### config.mk
export PLATFORM = sky130hd
export DESIGN_NAME = multi_ch_sync_fifo
export DESIGN_NICKNAME = d
export VERILOG_FILES = /design/src/rtl/mcfifo_pkg.sv /design/src/rtl/sync_fifo_ch.sv /design/src/rtl/multi_ch_sync_fifo.sv
export SDC_FILE = /design/constraint.sdc
export NUM_CORES = 1
export LEC_CHECK = 0
export CAP_MARGIN = 20
export CORE_UTILIZATION = 45
export DETAILED_ROUTE_END_ITERATION = 6
export MAX_ROUTING_LAYER = met4
export PLACE_DENSITY = 0.71
export SKIP_LAST_GASP = 1
export SLEW_MARGIN = 20
export SYNTH_ARGS = -nofsm -noshare
export SYNTH_HDL_FRONTEND = slang
export SYNTH_SLANG_ARGS = --single-unit
### constraint.sdc
create_clock -name clk -period 3.8 [get_ports clk]
set_clock_uncertainty 0.1 [all_clocks]
set_input_delay 0.57 -clock clk [delete_from_list [all_inputs] [get_ports clk]]
set_output_delay 0.57 -clock clk [all_outputs]
set_load 0.01 [all_outputs]
### src/rtl/mcfifo_pkg.sv
// ----------------------------------------------------------------------------
// mcfifo_pkg
//  Shared definitions for the multi-channel synchronous FIFO bank.
//  - ptr_width()    : address width for a given channel depth
//  - count_width()  : occupancy/pointer width (address bits plus wrap bit)
//  - is_pow2()      : helper used by the top-level parameter legality checks
//  - ch_status_t    : per-channel flag bundle returned by sync_fifo_ch
//  - CH_STATUS_RESET: flag values every channel returns to on reset
// ----------------------------------------------------------------------------
package mcfifo_pkg;

    function automatic int ptr_width(input int depth);
        return $clog2(depth);
    endfunction

    function automatic int count_width(input int depth);
        return $clog2(depth) + 1;
    endfunction

    function automatic bit is_pow2(input int value);
        return (value > 0) && ((value & (value - 1)) == 0);
    endfunction

    typedef struct packed {
        logic full;
        logic empty;
        logic almost_full;
        logic almost_empty;
        logic overflow;
        logic underflow;
    } ch_status_t;

    localparam ch_status_t CH_STATUS_RESET = '{
        full:         1'b0,
        empty:        1'b1,
        almost_full:  1'b0,
        almost_empty: 1'b1,
        overflow:     1'b0,
        underflow:    1'b0
    };

endpackage

### src/rtl/sync_fifo_ch.sv
// ----------------------------------------------------------------------------
// sync_fifo_ch
//  One channel of the FIFO bank: DEPTH x DATA_WIDTH storage, binary pointers
//  with a wrap bit, registered occupancy count and flags, sticky error flags.
//
//  Optional build macro MCFIFO_FWFT_EN selects first-word fall-through output
//  (data_out shows the head entry combinationally). Without it data_out is a
//  register loaded on each accepted read.
//
//  Ports
//   clk       in   rising-edge clock
//   rstn      in   asynchronous active-low reset
//   w_en      in   write request
//   r_en      in   read request
//   data_in   in   write data
//   data_out  out  read data
//   count     out  occupancy, 0..DEPTH
//   status    out  full/empty/almost flags and sticky overflow/underflow
// ----------------------------------------------------------------------------
module sync_fifo_ch
    import mcfifo_pkg::*;
#(
    parameter int DEPTH      = 8,
    parameter int DATA_WIDTH = 8,
    parameter int AF_MARGIN  = 1,
    parameter int AE_MARGIN  = 1
) (
    input  logic                      clk,
    input  logic                      rstn,
    input  logic                      w_en,
    input  logic                      r_en,
    input  logic [DATA_WIDTH-1:0]     data_in,
    output logic [DATA_WIDTH-1:0]     data_out,
    output logic [ptr_width(DEPTH):0] count,
    output ch_status_t                status
);

    localparam int PTR_WIDTH = ptr_width(DEPTH);

    localparam logic [PTR_WIDTH:0] PTR_ONE  = (PTR_WIDTH + 1)'(1);
    localparam logic [PTR_WIDTH:0] AF_LEVEL = (PTR_WIDTH + 1)'(DEPTH - AF_MARGIN);
    localparam logic [PTR_WIDTH:0] AE_LEVEL = (PTR_WIDTH + 1)'(AE_MARGIN);

    logic [DATA_WIDTH-1:0] mem [DEPTH];

    logic [PTR_WIDTH:0]   wptr;
    logic [PTR_WIDTH:0]   rptr;
    logic [PTR_WIDTH:0]   wptr_next;
    logic [PTR_WIDTH:0]   rptr_next;
    logic [PTR_WIDTH:0]   count_q;
    logic [PTR_WIDTH:0]   count_next;
    ch_status_t           status_q;
    ch_status_t           status_next;
    logic                 wr_acc;
    logic                 rd_acc;
    logic [PTR_WIDTH-1:0] waddr;
    logic [PTR_WIDTH-1:0] raddr;

    assign waddr = wptr[PTR_WIDTH-1:0];
    assign raddr = rptr[PTR_WIDTH-1:0];

    // Acceptance uses the registered flags, so a full channel rejects a write
    // even when a read frees a slot on the same edge (and likewise for empty).
    // All flags are derived from the post-edge pointers so that they line up
    // with count on the cycle after the causing edge.
    always_comb begin
        wr_acc      = w_en & ~status_q.full;
        rd_acc      = r_en & ~status_q.empty;
        wptr_next   = wr_acc ? (wptr + PTR_ONE) : wptr;
        rptr_next   = rd_acc ? (rptr + PTR_ONE) : rptr;
        count_next  = wptr_next - rptr_next;
        status_next = status_q;

        status_next.full         = (wptr_next[PTR_WIDTH-1:0] == rptr_next[PTR_WIDTH-1:0]) &&
                                   (wptr_next[PTR_WIDTH]     != rptr_next[PTR_WIDTH]);
        status_next.empty        = (wptr_next == rptr_next);
        status_next.almost_full  = (count_next >= AF_LEVEL);
        status_next.almost_empty = (count_next <= AE_LEVEL);
        status_next.overflow     = status_q.overflow  | (w_en & status_q.full);
        status_next.underflow    = status_q.underflow | (r_en & status_q.empty);
    end

    always_ff @(posedge clk or negedge rstn) begin
        if (!rstn) begin
            wptr     <= '0;
            rptr     <= '0;
            count_q  <= '0;
            status_q <= CH_STATUS_RESET;
        end else begin
            wptr     <= wptr_next;
            rptr     <= rptr_next;
            count_q  <= count_next;
            status_q <= status_next;
        end
    end

    // Storage is deliberately left out of reset; emptiness is tracked by the
    // pointers alone.
    always_ff @(posedge clk) begin
        if (wr_acc) begin
            mem[waddr] <= data_in;
        end
    end

`ifdef MCFIFO_FWFT_EN
    // Head entry is always presented; the value is meaningless while empty.
    assign data_out = mem[raddr];
`else
    logic [DATA_WIDTH-1:0] data_q;

    always_ff @(posedge clk or negedge rstn) begin
        if (!rstn) begin
            data_q <= '0;
        end else if (rd_acc) begin
            data_q <= mem[raddr];
        end
    end

    assign data_out = data_q;
`endif

    assign count  = count_q;
    assign status = status_q;

endmodule

### src/rtl/multi_ch_sync_fifo.sv
// ----------------------------------------------------------------------------
// multi_ch_sync_fifo
//  Single-clock bank of NUM_CH fully independent FIFO channels, each DEPTH
//  entries of DATA_WIDTH bits, with occupancy count, programmable almost-full
//  / almost-empty flags and sticky overflow/underflow flags.
//
//  Optional build macro MCFIFO_FWFT_EN: first-word fall-through read data
//  (head entry visible with zero latency). Default is a 1-cycle registered
//  read.
//
//  Ports (channel i occupies slice i of each bus)
//   clk           in   rising-edge clock
//   rstn          in   asynchronous active-low reset
//   w_en          in   [NUM_CH]             write request per channel
//   r_en          in   [NUM_CH]             read request per channel
//   data_in       in   [NUM_CH*DATA_WIDTH]  write data, ch i at [i*DATA_WIDTH +: DATA_WIDTH]
//   data_out      out  [NUM_CH*DATA_WIDTH]  read data, same packing
//   full          out  [NUM_CH]             count == DEPTH
//   empty         out  [NUM_CH]             count == 0
//   almost_full   out  [NUM_CH]             count >= DEPTH-AF_MARGIN
//   almost_empty  out  [NUM_CH]             count <= AE_MARGIN
//   count         out  [NUM_CH*CNT_WIDTH]   occupancy per channel
//   overflow      out  [NUM_CH]             sticky: write attempted while full
//   underflow     out  [NUM_CH]             sticky: read attempted while empty
// ----------------------------------------------------------------------------
module multi_ch_sync_fifo
    import mcfifo_pkg::*;
#(
    parameter  int NUM_CH     = 4,
    parameter  int DEPTH      = 8,
    parameter  int DATA_WIDTH = 8,
    parameter  int AF_MARGIN  = 1,
    parameter  int AE_MARGIN  = 1,
    localparam int CNT_WIDTH  = count_width(DEPTH)
) (
    input  logic                         clk,
    input  logic                         rstn,
    input  logic [NUM_CH-1:0]            w_en,
    input  logic [NUM_CH-1:0]            r_en,
    input  logic [NUM_CH*DATA_WIDTH-1:0] data_in,
    output logic [NUM_CH*DATA_WIDTH-1:0] data_out,
    output logic [NUM_CH-1:0]            full,
    output logic [NUM_CH-1:0]            empty,
    output logic [NUM_CH-1:0]            almost_full,
    output logic [NUM_CH-1:0]            almost_empty,
    output logic [NUM_CH*CNT_WIDTH-1:0]  count,
    output logic [NUM_CH-1:0]            overflow,
    output logic [NUM_CH-1:0]            underflow
);

    if (NUM_CH < 1) begin : g_bad_num_ch
        $error("multi_ch_sync_fifo: NUM_CH must be at least 1");
    end

    if ((DEPTH < 2) || !is_pow2(DEPTH)) begin : g_bad_depth
        $error("multi_ch_sync_fifo: DEPTH must be a power of 2 and at least 2");
    end

    if ((AF_MARGIN <= 0) || (AF_MARGIN >= DEPTH)) begin : g_bad_af_margin
        $error("multi_ch_sync_fifo: AF_MARGIN must satisfy 0 < AF_MARGIN < DEPTH");
    end

    if ((AE_MARGIN <= 0) || (AE_MARGIN >= DEPTH)) begin : g_bad_ae_margin
        $error("multi_ch_sync_fifo: AE_MARGIN must satisfy 0 < AE_MARGIN < DEPTH");
    end

    for (genvar ch = 0; ch < NUM_CH; ch++) begin : g_ch
        ch_status_t ch_status;

        sync_fifo_ch #(
            .DEPTH      (DEPTH),
            .DATA_WIDTH (DATA_WIDTH),
            .AF_MARGIN  (AF_MARGIN),
            .AE_MARGIN  (AE_MARGIN)
        ) u_ch (
            .clk      (clk),
            .rstn     (rstn),
            .w_en     (w_en[ch]),
            .r_en     (r_en[ch]),
            .data_in  (data_in[ch*DATA_WIDTH +: DATA_WIDTH]),
            .data_out (data_out[ch*DATA_WIDTH +: DATA_WIDTH]),
            .count    (count[ch*CNT_WIDTH +: CNT_WIDTH]),
            .status   (ch_status)
        );

        assign full[ch]         = ch_status.full;
        assign empty[ch]        = ch_status.empty;
        assign almost_full[ch]  = ch_status.almost_full;
        assign almost_empty[ch] = ch_status.almost_empty;
        assign overflow[ch]     = ch_status.overflow;
        assign underflow[ch]    = ch_status.underflow;
    end

endmodule

==> impl_metrics.toml <==
[final_layout]
final_layout_size_suffix_gt1_share_pct = 19.4
fin_nets = 996
layout_common_cells = "256 x edfxtp_1, 112 x clkdlybuf4s50_1, 96 x dfrtp_1, 64 x mux4_2"
layout_commonest_cell = "edfxtp_1"
n_fill_cell = 2360
insertedDiodeCount = 0
area_growth_pct = 22.0

[floorplanning]
ios = 114
initial_core_util_pct = 45.9
dieWidth_um = 179
die_area_mm2 = 0.0319
rows = 64
design.core.area_mm2 = 0.0306
die_h_um = 179

[synthesis]
ys_ff_latch = 360
synth_compound_area_share_pct = 2.15
muxShareOfSynthArea_pct = 13.2
synth_seq_area_share_pct = 73.4
synthSimpleGateAreaFrac_pct = 4.56
yosys_most_used_dff = "edfxtp_1"
synth-async-reset-ratio_pct = 28.9
synth_area_per_cell_um2 = 18.2
synth_top_family_by_area = "multiplexers"
yosys_warnings = 0
synth_xor_area_share_pct = 2.84
yosys-top-cells-area = "edfxtp_1 55%, dfrtp_1 17%, mux4_2 10%, mux2i_1 2.6%, dfstp_2 1.5%"
synth_fa_ha_area_share_pct = 1.88
yosys.cell_types.count = 39
yosysTopAreaCell = "edfxtp_1"
syn_inst = 770
synth_edf_count = 256
syn_area_mm2 = 0.0140
synth_nets = 829
yosysTopAreaCellShare_pct = 54.8

[timing]
fin_crit_sh_pct = 67.3
setup_tns_ps = 0
worst_slack_ps = 1240
max_freq_ghz = 0.391
slew_viol_final = 0
grt_setup_unrepaired = "no"
worst_pin_slew_ps = 903
setup_viol_count_final = 0
slew_headroom_pct = 39.8
fin_crit_ps = 2560
finalHoldViolations = 0

[pwr]
p_leak_nw = 6.24
ir_worst_vdd_mv = 0.486
p_per_area_mw_per_mm2 = 853

[route]
first_pass_iters = 4
ant_nets = 0
wirelength_um = 25700
drt-initial-drc-count = 430
wire_per_inst_um = 18.8
vias = 6960
drc_errors = 0
via_per_inst = 5.10

[clock_network]
h-tree-depth = 2
clk_latency_ps = 520
clock_path_buffers = 3
root_buffer = "clkbuf_16"
clk_pin_slew_ps = 60
postCtsResizedCells = 0
ctsHoldBuffers = 0
tritoncts = "yes"
cts_inserted_buffers = 40
cts.sinks = 360
post-cts-setup-buffer-count = 0

[run]
drv_cap = 0

[worst_setup_path]
crit_path_max_incr_delay_ps = 530
worstSetupStartpointType = "input port"
critPathRequiredTime_ps = 4100
criticalPathCategory = "input port to flip-flop"
crit_chain = "clkdlybuf4s50_1 -> and2b_1 -> mux2_2 -> ha_1 -> a21oi_1 -> maj3_1 -> xnor2_1 -> a31o_2"
path_max_fanout = 4
crit_path_top_delay_cell = "clkdlybuf4s50_1"
end_kind = "flip-flop"
cp_data_arrival_time_ps = 2860

[global_route]
grt_usage_pct = 17.4
grt_max_degree = 69
grt.busiest_layer = "met2"
antenna_found_initial = 0
grt_pass1_vias = 7274
grtUsageMet2_pct = 27.7
met1_usage_pct = 23.0
grt_pass1_wl_um = 40500
grt_use_met3_pct = 3.15
grt.overflow.total = 0

[placement]
io_buffers = 113
gp_congestion = 0.758
dp_slack_ps = 736
hpwl_um = 16300

[hold_path]
hold_class = "input port to async pin"

[run_status]
status = "finished, final reports clean"
## cell type report
class | instances | area [µm²] | area share [%]
multi-input combinational | 350 | 3470 | 20.3
sequential | 360 | 10300 | 60.2
timing repair buffer | 152 | 1420 | 8.30
inverter | 33 | 124 | 0.724
clock buffer | 63 | 1170 | 6.83
tap | 396 | 495 | 2.89
clock inverter | 11 | 136 | 0.797
## Yosys cell counts, types with 2 or more instances
| master | n |
|---|---|
| a21o_1 | 8 |
| a21oi_4 | 2 |
| a31o_1 | 3 |
| and2b_1 | 2 |
| buf_2 | 15 |
| buf_6 | 3 |
| clkbuf_1 | 8 |
| dfrtp_1 | 96 |
| dfstp_2 | 8 |
| edfxtp_1 | 256 |
| ha_1 | 16 |
| inv_1 | 32 |
| maj3_2 | 3 |
| mux2_4 | 3 |
| mux2i_1 | 36 |
| mux4_2 | 64 |
| nand2_1 | 41 |
| nand2b_1 | 15 |
| nand3_1 | 7 |
| nand3b_1 | 9 |
| nor2_1 | 38 |
| nor2b_1 | 4 |
| nor3_1 | 13 |
| nor4_1 | 4 |
| o21ai_0 | 32 |
| xnor2_1 | 24 |
| xor2_1 | 14 |
| xor2_2 | 3 |
## state kept, by name, indices dropped and copies added (netlist names)
register	cells
g_ch.u_ch.count	16
g_ch.u_ch.wptr	16
g_ch.u_ch.status	24
g_ch.u_ch.mem	256
g_ch.u_ch.data_out	32
g_ch.u_ch.rptr	16
## critical path: cells and delay by family
kind / cells / cell delay [ps]
muxes: 1 / 400
and+or+nand+nor: 1 / 220
buffers and inverters: 1 / 530
AOI/OAI and AO/OA: 2 / 300
adders and majority gates: 2 / 670
xor gates and xnor gates: 1 / 160
## metrics by stage
stage	area, µm²	hold WS (ps)	std cells	util (%)	power, mW
after floorplan	14000	174	770	-	9.19
after global placement	15800	339	1291	51.7	10.9
after detailed placement	15800	344	1291	51.7	11.0
after CTS	17100	106	1365	56.0	14.8
after global routing	17100	153	1365	56.0	15.5
final	17100	72.4	1365	56.0	14.6
## worst paths after layout
| check | start | end | slack [ps] | depth (start not counted) |
|---|---|---|---|---|
| max in group asynchronous | rstn | g_ch[1].u_ch.status[4] | 2650 | 2 |
| min in group clk | g_ch[2].u_ch.status[0] | g_ch[2].u_ch.status[0] | 350 | 1 |
| worst max-delay path | w_en[0] | g_ch[0].u_ch.status[3] | 1240 | 8 |
| worst min register to register | g_ch[2].u_ch.status[0] | g_ch[2].u_ch.status[0] | 350 | 1 |
| worst max register to register | g_ch[0].u_ch.rptr[0] | g_ch[0].u_ch.status[3] | 1290 | 8 |
| worst min-delay path | rstn | g_ch[0].u_ch.status[0] | 70 | 1 |
## routing by layer
layer	share of wire (%)	vias to the layer above
li1	-	3247
met1	44	3518
met2	49	154
met3	4.6	41
met4	1.8	0
met5	0	-
## cells by family after synthesis
| logic type | count (synthesis) |
|---|---|
| compound gates | 48 |
| buf+inv | 60 |
| fa+ha+maj | 21 |
| flops | 360 |
| mux | 104 |
| simple gates | 135 |
| xor+xnor | 42 |
## power by group
part	switching [mW]	total [mW]	internal [mW]
Sequential	0.529	5.76	5.23
Clock	1.45	3.77	2.32
Combinational	2.54	5.08	2.54
Total	4.52	14.6	10.1
(Power assumes the default switching activity.)
